$ cat src/rtl/pipeline_stall_controller_pkg.sv
// Shared definitions for the pipeline stall/flush sequencer: state encodings,
// control-bundle type and constants. Reused by the hazard/forwarding logic.
package pipeline_stall_controller_pkg;

  localparam int REG_ADDR_W_DEF = 5;

  typedef enum logic [1:0] {
    ST_RUN     = 2'd0,
    ST_FLUSH   = 2'd1,
    ST_MEMWAIT = 2'd2
  } state_e;

  typedef struct packed {
    logic pc_write;
    logic if_id_write;
    logic id_ex_write;
    logic if_id_flush;
    logic id_ex_flush;
  } ctrl_t;

  localparam ctrl_t CTRL_RUN = '{pc_write: 1'b1, if_id_write: 1'b1, id_ex_write: 1'b1,
                                 if_id_flush: 1'b0, id_ex_flush: 1'b0};
  localparam ctrl_t CTRL_FREEZE = '{pc_write: 1'b0, if_id_write: 1'b0, id_ex_write: 1'b0,
                                    if_id_flush: 1'b0, id_ex_flush: 1'b0};
  localparam ctrl_t CTRL_FLUSH = '{pc_write: 1'b1, if_id_write: 1'b1, id_ex_write: 1'b1,
                                   if_id_flush: 1'b1, id_ex_flush: 1'b1};
  localparam ctrl_t CTRL_STALL = '{pc_write: 1'b0, if_id_write: 1'b0, id_ex_write: 1'b1,
                                   if_id_flush: 1'b0, id_ex_flush: 1'b1};
  localparam ctrl_t CTRL_RESET = '{pc_write: 1'b0, if_id_write: 1'b0, id_ex_write: 1'b0,
                                   if_id_flush: 1'b1, id_ex_flush: 1'b1};

  // Extra flush cycles still owed after the branch cycle itself (valid for 1..3).
  function automatic logic [1:0] fcnt_load(input int flush_cycles);
    if (flush_cycles > 1) begin
      return 2'(flush_cycles - 1);
    end else begin
      return 2'd0;
    end
  endfunction

endpackage

$ cat src/rtl/pipeline_stall_controller_if.sv
// Hazard inputs and stage-register controls between the pipeline and the
// stall controller. Counter signals exist only with PIPE_CTRL_PERF_EN.
interface pipeline_stall_controller_if
  import pipeline_stall_controller_pkg::*;
#(
  parameter int REG_ADDR_W = REG_ADDR_W_DEF
`ifdef PIPE_CTRL_PERF_EN
  , parameter int CNT_W = 32
`endif
) ();

  logic [REG_ADDR_W-1:0] id_rs1;
  logic [REG_ADDR_W-1:0] id_rs2;
  logic [REG_ADDR_W-1:0] ex_rd;
  logic                  ex_memread;
  logic                  ex_branch_taken;
  logic                  mem_req;
  logic                  mem_ready;
  logic                  pc_write;
  logic                  if_id_write;
  logic                  id_ex_write;
  logic                  if_id_flush;
  logic                  id_ex_flush;
`ifdef PIPE_CTRL_PERF_EN
  logic [CNT_W-1:0]      stall_count;
  logic [CNT_W-1:0]      flush_count;
`endif

  modport master (
    output id_rs1, id_rs2, ex_rd, ex_memread, ex_branch_taken, mem_req, mem_ready,
    input  pc_write, if_id_write, id_ex_write, if_id_flush, id_ex_flush
`ifdef PIPE_CTRL_PERF_EN
    , input stall_count, flush_count
`endif
  );

  modport slave (
    input  id_rs1, id_rs2, ex_rd, ex_memread, ex_branch_taken, mem_req, mem_ready,
    output pc_write, if_id_write, id_ex_write, if_id_flush, id_ex_flush
`ifdef PIPE_CTRL_PERF_EN
    , output stall_count, flush_count
`endif
  );

endinterface

$ cat src/rtl/pipeline_stall_controller_load_use_detector.sv
// Combinational load-use hazard compare; register x0 never creates a hazard.
module load_use_detector
  import pipeline_stall_controller_pkg::*;
#(
  parameter int REG_ADDR_W = REG_ADDR_W_DEF
) (
  input  logic                  i_ex_memread,
  input  logic [REG_ADDR_W-1:0] i_ex_rd,
  input  logic [REG_ADDR_W-1:0] i_id_rs1,
  input  logic [REG_ADDR_W-1:0] i_id_rs2,
  output logic                  o_load_use
);

  logic w_rd_nonzero;
  logic w_src_match;

  assign w_rd_nonzero = (i_ex_rd != {REG_ADDR_W{1'b0}});
  assign w_src_match  = (i_ex_rd == i_id_rs1) | (i_ex_rd == i_id_rs2);
  assign o_load_use   = i_ex_memread & w_rd_nonzero & w_src_match;

endmodule

$ cat src/rtl/pipeline_stall_controller.sv
// Stage-register enable/flush sequencer: memory wait > branch flush > load-use stall.
// Optional performance counters are enabled with PIPE_CTRL_PERF_EN.
module pipeline_stall_controller
  import pipeline_stall_controller_pkg::*;
#(
  parameter int REG_ADDR_W   = REG_ADDR_W_DEF,
  parameter int FLUSH_CYCLES = 1
`ifdef PIPE_CTRL_PERF_EN
  , parameter int CNT_W      = 32
`endif
) (
  input logic                        clock,
  input logic                        reset,
  pipeline_stall_controller_if.slave bus
);

  localparam logic [1:0] FCNT_LOAD = fcnt_load(FLUSH_CYCLES);

  state_e     r_state;
  state_e     w_state_nxt;
  logic [1:0] r_fcnt;
  logic [1:0] w_fcnt_nxt;
  logic       w_load_use;
  logic       w_mem_wait;
  logic       w_branch_more;
  ctrl_t      w_run_ctrl;
  ctrl_t      w_ctrl;

  load_use_detector #(
    .REG_ADDR_W (REG_ADDR_W)
  ) u_load_use_detector (
    .i_ex_memread (bus.ex_memread),
    .i_ex_rd      (bus.ex_rd),
    .i_id_rs1     (bus.id_rs1),
    .i_id_rs2     (bus.id_rs2),
    .o_load_use   (w_load_use)
  );

  assign w_mem_wait    = bus.mem_req & ~bus.mem_ready;
  assign w_branch_more = bus.ex_branch_taken & (FCNT_LOAD != 2'd0);

  // RUN-mode decode, also used in the MEMWAIT release cycle; branch squashes ID so it beats load-use
  always_comb begin
    w_run_ctrl = CTRL_RUN;
    if (bus.ex_branch_taken) begin
      w_run_ctrl = CTRL_FLUSH;
    end else if (w_load_use) begin
      w_run_ctrl = CTRL_STALL;
    end else begin
      w_run_ctrl = CTRL_RUN;
    end
  end

  // State register and remaining-flush counter
  always_ff @(posedge clock) begin
    if (reset) begin
      r_state <= ST_RUN;
      r_fcnt  <= 2'd0;
    end else begin
      r_state <= w_state_nxt;
      r_fcnt  <= w_fcnt_nxt;
    end
  end

  // Next-state and control outputs
  always_comb begin
    w_ctrl      = CTRL_RUN;
    w_state_nxt = r_state;
    w_fcnt_nxt  = r_fcnt;
    if (reset) begin
      w_ctrl      = CTRL_RESET;
      w_state_nxt = ST_RUN;
      w_fcnt_nxt  = 2'd0;
    end else begin
      case (r_state)
        ST_RUN: begin
          if (w_mem_wait) begin
            w_ctrl      = CTRL_FREEZE;
            w_state_nxt = ST_MEMWAIT;
          end else if (w_branch_more) begin
            w_ctrl      = w_run_ctrl;
            w_fcnt_nxt  = FCNT_LOAD;
            w_state_nxt = ST_FLUSH;
          end else begin
            w_ctrl      = w_run_ctrl;
            w_state_nxt = ST_RUN;
          end
        end
        ST_FLUSH: begin
          // A memory wait suspends the flush with the remaining count preserved
          if (w_mem_wait) begin
            w_ctrl      = CTRL_FREEZE;
            w_state_nxt = ST_MEMWAIT;
          end else begin
            w_ctrl      = CTRL_FLUSH;
            w_fcnt_nxt  = (r_fcnt == 2'd0) ? 2'd0 : (r_fcnt - 2'd1);
            w_state_nxt = (r_fcnt <= 2'd1) ? ST_RUN : ST_FLUSH;
          end
        end
        ST_MEMWAIT: begin
          if (!bus.mem_ready) begin
            w_ctrl      = CTRL_FREEZE;
            w_state_nxt = ST_MEMWAIT;
          end else if (w_branch_more) begin
            w_ctrl      = w_run_ctrl;
            w_fcnt_nxt  = FCNT_LOAD;
            w_state_nxt = ST_FLUSH;
          end else begin
            w_ctrl      = w_run_ctrl;
            w_state_nxt = (r_fcnt != 2'd0) ? ST_FLUSH : ST_RUN;
          end
        end
        default: begin
          w_ctrl      = CTRL_RESET;
          w_state_nxt = ST_RUN;
          w_fcnt_nxt  = 2'd0;
        end
      endcase
    end
  end

  assign bus.pc_write    = w_ctrl.pc_write;
  assign bus.if_id_write = w_ctrl.if_id_write;
  assign bus.id_ex_write = w_ctrl.id_ex_write;
  assign bus.if_id_flush = w_ctrl.if_id_flush;
  assign bus.id_ex_flush = w_ctrl.id_ex_flush;

`ifdef PIPE_CTRL_PERF_EN
  logic [CNT_W-1:0] r_stall_count;
  logic [CNT_W-1:0] r_flush_count;

  // Stall and flush cycle counters, free-running with natural wrap
  always_ff @(posedge clock) begin
    if (reset) begin
      r_stall_count <= {CNT_W{1'b0}};
      r_flush_count <= {CNT_W{1'b0}};
    end else begin
      if (!w_ctrl.pc_write) begin
        r_stall_count <= r_stall_count + {{(CNT_W-1){1'b0}}, 1'b1};
      end else begin
        r_stall_count <= r_stall_count;
      end
      if (w_ctrl.if_id_flush) begin
        r_flush_count <= r_flush_count + {{(CNT_W-1){1'b0}}, 1'b1};
      end else begin
        r_flush_count <= r_flush_count;
      end
    end
  end

  assign bus.stall_count = r_stall_count;
  assign bus.flush_count = r_flush_count;
`endif

endmodule

$ cat src/flat_wrapper.sv
// flat-port wrapper written by rule: the top's interface ports become plain ports
module pipeline_stall_controller_flat import pipeline_stall_controller_pkg::*;
#(
  parameter int REG_ADDR_W   = REG_ADDR_W_DEF,
  parameter int FLUSH_CYCLES = 1

)
  (clock, reset, bus_id_rs1, bus_id_rs2, bus_ex_rd, bus_ex_memread, bus_ex_branch_taken, bus_mem_req, bus_mem_ready, bus_pc_write, bus_if_id_write, bus_id_ex_write, bus_if_id_flush, bus_id_ex_flush);
  pipeline_stall_controller_if #(.REG_ADDR_W(REG_ADDR_W)) bus_i ();
  input logic clock;
  input logic reset;
  input wire logic [$bits(bus_i.id_rs1)-1:0] bus_id_rs1;
  input wire logic [$bits(bus_i.id_rs2)-1:0] bus_id_rs2;
  input wire logic [$bits(bus_i.ex_rd)-1:0] bus_ex_rd;
  input wire logic [$bits(bus_i.ex_memread)-1:0] bus_ex_memread;
  input wire logic [$bits(bus_i.ex_branch_taken)-1:0] bus_ex_branch_taken;
  input wire logic [$bits(bus_i.mem_req)-1:0] bus_mem_req;
  input wire logic [$bits(bus_i.mem_ready)-1:0] bus_mem_ready;
  output wire logic [$bits(bus_i.pc_write)-1:0] bus_pc_write;
  output wire logic [$bits(bus_i.if_id_write)-1:0] bus_if_id_write;
  output wire logic [$bits(bus_i.id_ex_write)-1:0] bus_id_ex_write;
  output wire logic [$bits(bus_i.if_id_flush)-1:0] bus_if_id_flush;
  output wire logic [$bits(bus_i.id_ex_flush)-1:0] bus_id_ex_flush;
  assign bus_i.id_rs1 = bus_id_rs1;
  assign bus_i.id_rs2 = bus_id_rs2;
  assign bus_i.ex_rd = bus_ex_rd;
  assign bus_i.ex_memread = bus_ex_memread;
  assign bus_i.ex_branch_taken = bus_ex_branch_taken;
  assign bus_i.mem_req = bus_mem_req;
  assign bus_i.mem_ready = bus_mem_ready;
  assign bus_pc_write = bus_i.pc_write;
  assign bus_if_id_write = bus_i.if_id_write;
  assign bus_id_ex_write = bus_i.id_ex_write;
  assign bus_if_id_flush = bus_i.if_id_flush;
  assign bus_id_ex_flush = bus_i.id_ex_flush;
  pipeline_stall_controller #(.REG_ADDR_W(REG_ADDR_W), .FLUSH_CYCLES(FLUSH_CYCLES)) u_core (.clock(clock), .reset(reset), .bus(bus_i));
endmodule
$ cat config.mk
export PLATFORM = sky130hd
export DESIGN_NAME = pipeline_stall_controller_flat
export DESIGN_NICKNAME = d
export VERILOG_FILES = /design/src/rtl/pipeline_stall_controller_pkg.sv /design/src/rtl/pipeline_stall_controller_if.sv /design/src/rtl/pipeline_stall_controller_load_use_detector.sv /design/src/rtl/pipeline_stall_controller.sv /design/src/flat_wrapper.sv
export SDC_FILE = /design/constraint.sdc
export NUM_CORES = 1
export LEC_CHECK = 0
export BUFFER_PORTS_ARGS = -buffer_cell sky130_fd_sc_hd__buf_4
export CELL_PAD_IN_SITES_DETAIL_PLACEMENT = 2
export CELL_PAD_IN_SITES_GLOBAL_PLACEMENT = 2
export CORE_MARGIN = 4
export CORE_UTILIZATION = 20
export CTS_CLUSTER_SIZE = 12
export DETAILED_ROUTE_END_ITERATION = 10
export PLACE_DENSITY = 0.78
export SETUP_SLACK_MARGIN = 0.5
export SLEW_MARGIN = 20
export SYNTH_ARGS = -nofsm -noshare
export SYNTH_HDL_FRONTEND = slang
export SYNTH_SLANG_ARGS = --single-unit
$ cat constraint.sdc
create_clock -name clock -period 1.58 [get_ports clock]
set_input_delay 0.079 -clock clock [delete_from_list [all_inputs] [get_ports clock]]
set_output_delay 0.079 -clock clock [all_outputs]
set_load 0.02 [all_outputs]
==> results.json <==
{
  "status": "completed",
  "hp-start": "reset",
  "synth_top_area_frac": 0.2348,
  "reg2reg_from": "u_core.r_state[0]",
  "drtPass1Iterations": 1,
  "avgSynthCellArea_um2": 7.743,
  "ant_nets": 0,
  "rrSetupSlack_ns": 0.20,
  "clock_latency_ns": 0.24,
  "irDropWorstVdd_mv": 0.2373,
  "synth_top_area_cell": "xor2_1",
  "ys.flop_type": "dfxtp_1",
  "antenna_found_initial": 0,
  "grt_max_degree": 11,
  "cts_tree": "built",
  "drt-total-wl_um": 1507,
  "skew_ns": 0.006238,
  "grt_pass1_vias": 559,
  "syn_inst": 53,
  "first_iter_violations": 0,
  "coreArea_mm2": 0.001962,
  "p_leak_uw": 0.0003523,
  "min_path_type": "input pin to register",
  "final_nets": 108,
  "min_to": "u_core.r_state[1]",
  "path_clk_slew_ns": 0.04,
  "ys_ff_latch": 4,
  "synthArstFlopShare": 0,
  "period_needed_ns": 1.394,
  "critPathCaptureType": "primary output",
  "grt_overflow": 0,
  "initial_core_util": 0.2092,
  "n_fill_cell": 237,
  "setup_tns_ns": 0,
  "drive_above_1_share": 0.5529,
  "clock_sinks": 4,
  "die_h_um": 53.30,
  "netlist_top_cells_area": "xor2_1 23%, dfxtp_1 20%, nor2_1 7.3%",
  "finalCritPeriodShare": 0.8826,
  "syn-num-nets": 74,
  "grt_pass1_wl_um": 2352,
  "min_path_cells": 2,
  "worstMarginPinSlew_ns": 0.4347,
  "reg2regPathDepth": 7,
  "synth_cell_type_count": 25,
  "final_max_slew_viol_count": 0,
  "critPathMaxFanout": 5,
  "layout_setup_ws_ns": 0.1855,
  "cts_buffer_depth": 2,
  "areaGrowthSynthToFinish_pct": 88.11,
  "final_common_cell": "buf_4",
  "dp.cells": 102,
  "finalPower_uw": 393.6,
  "crit_arrival_ns": 1.32,
  "hpwlAfterDp_um": 1186,
  "htree_num_levels": 1,
  "powerDensity_mw_per_mm2": 509.8,
  "drc_errors": 0,
  "relSlewSlack": 0.7096,
  "cp_cell_sequence": "nand2b_4, a211oi_4, nor2_1, o31ai_1, buf_4",
  "timing.rr.end": "u_core.r_state[0]",
  "fmax_mhz": 717.1,
  "cts_root_buf": "clkbuf_4",
  "fin_cells": 112,
  "portBuffers": 25,
  "numCtsBuffers": 3,
  "grt_usage": 0.1154,
  "critical-path-max-stage-delay_ns": 0.35,
  "die_area_mm2": 0.002841,
  "required_ns": 1.50,
  "maxCapViolations": 0,
  "gp_congestion": 0.6824,
  "layout_common_cells": "25 x buf_4, 11 x xor2_1, 8 x nor2_1",
  "num_antenna_cells": 0,
  "holdBufCountCts": 0,
  "ioPinCount": 26,
  "grt_setup_unrepaired": "true",
  "critPathLaunchType": "register",
  "synth_edf_count": 0,
  "die_x_um": 53.30,
  "yosysSeqAreaShare": 0.1951,
  "rows": 16,
  "hold_viol_final": 0,
  "vias_per_cell": 4.473,
  "worstSetupPathType": "register to primary output",
  "setup_violations": 0,
  "place_ws_ns": 0.2671,
  "wl_per_cell_um": 13.46,
  "vias": 501,
  "yosys_warnings": 0,
  "critical-path-slowest-cell": "dfxtp_4",
  "syn_area_um2": 410.4
}
==> state kept, by name (all words and copies together) (netlist names) <==
| name | flops |
|---|---|
| u_core.r_fcnt | 2 |
| u_core.r_state | 2 |
==> how the worst max path moves through the flow <==
| stage | depth (start not counted) | endpoint | from | slack, ns |
|---|---|---|---|---|
| global placement | 5 | bus_id_ex_flush | u_core.r_state[0] | 0.26 |
| CTS | 5 | bus_id_ex_flush | u_core.r_state[0] | 0.20 |
| global route | 5 | bus_id_ex_flush | u_core.r_state[0] | 0.11 |
| finish | 5 | bus_id_ex_flush | u_core.r_state[0] | 0.19 |
| floorplan | 6 | bus_pc_write | u_core.r_state[0] | 0.21 |
| detailed placement | 5 | bus_if_id_write | bus_ex_rd[0] | 0.27 |
==> cell families after synthesis <==
logic type             synth area share
AND/OR/NAND/NOR                  0.2653
AO/OA/AOI/OAI                    0.2440
flip-flops                       0.1951
buffers and inverters           0.06099
XOR/XNOR                         0.2348
==> power by group <==
group / switching, uW / internal (uW)
clock: 45.3 / 85.2
combinational: 71.5 / 87.9
sequential: 3.27 / 100
total: 120 / 273
==> critical path: cells and delay by family, from the launching register on <==
| family | cells | cell delay [ns] |
|---|---|---|
| compound gates | 2 | 0.30 |
| buf+inv | 1 | 0.19 |
| flops | 1 | 0.35 |
| simple gates | 2 | 0.24 |
==> synthesized netlist by cell type (all sizes together), types with 2 or more instances <==
master and n:
xor2 11, nor2 8, dfxtp 4, buf 3
nor2b 3, nor3 3, o21ai 3, a21oi 2
inv 2
==> final cells by class <==
class	count	area [um2]	share of cell area
clock buffer	3	22.52	0.02917
inverter	2	7.507	0.009724
multi-input combinational	44	354.1	0.4587
sequential	4	87.58	0.1135
tap	27	33.78	0.04376
timing repair buffer	32	266.5	0.3452
==> layer usage <==
metal,vias up,wire length [um],track usage,part of all wire
li1,250,-,-,-
met1,223,519,0.1061,0.34
met2,25,811,0.2224,0.54
met3,3,164,0.05634,0.11
met4,0,11,0.02553,0.0073
met5,-,0,0,0
==> repair_timing <==
item | CTS | global route
cloned | 0 | 0
endpoints found under the hold margin | 0 | 0
endpoints found under the setup margin | 7 | 8
pin swaps | 3 | 6
resized for setup | 9 | 9
buffers inserted | 3 | 4
==> through the flow <==
step	area (um2)	util	hold slack (ns)
final	772.0	0.3935	0.05719
after floorplan	441.7	-	0.1514
after detailed placement	629.4	0.3208	0.3177
after global placement	629.4	0.3208	0.3112
after global routing	772.0	0.3935	0.06297
after CTS	703.2	0.3584	0.05415
No activity file was read; power rests on OpenSTA's default activity.
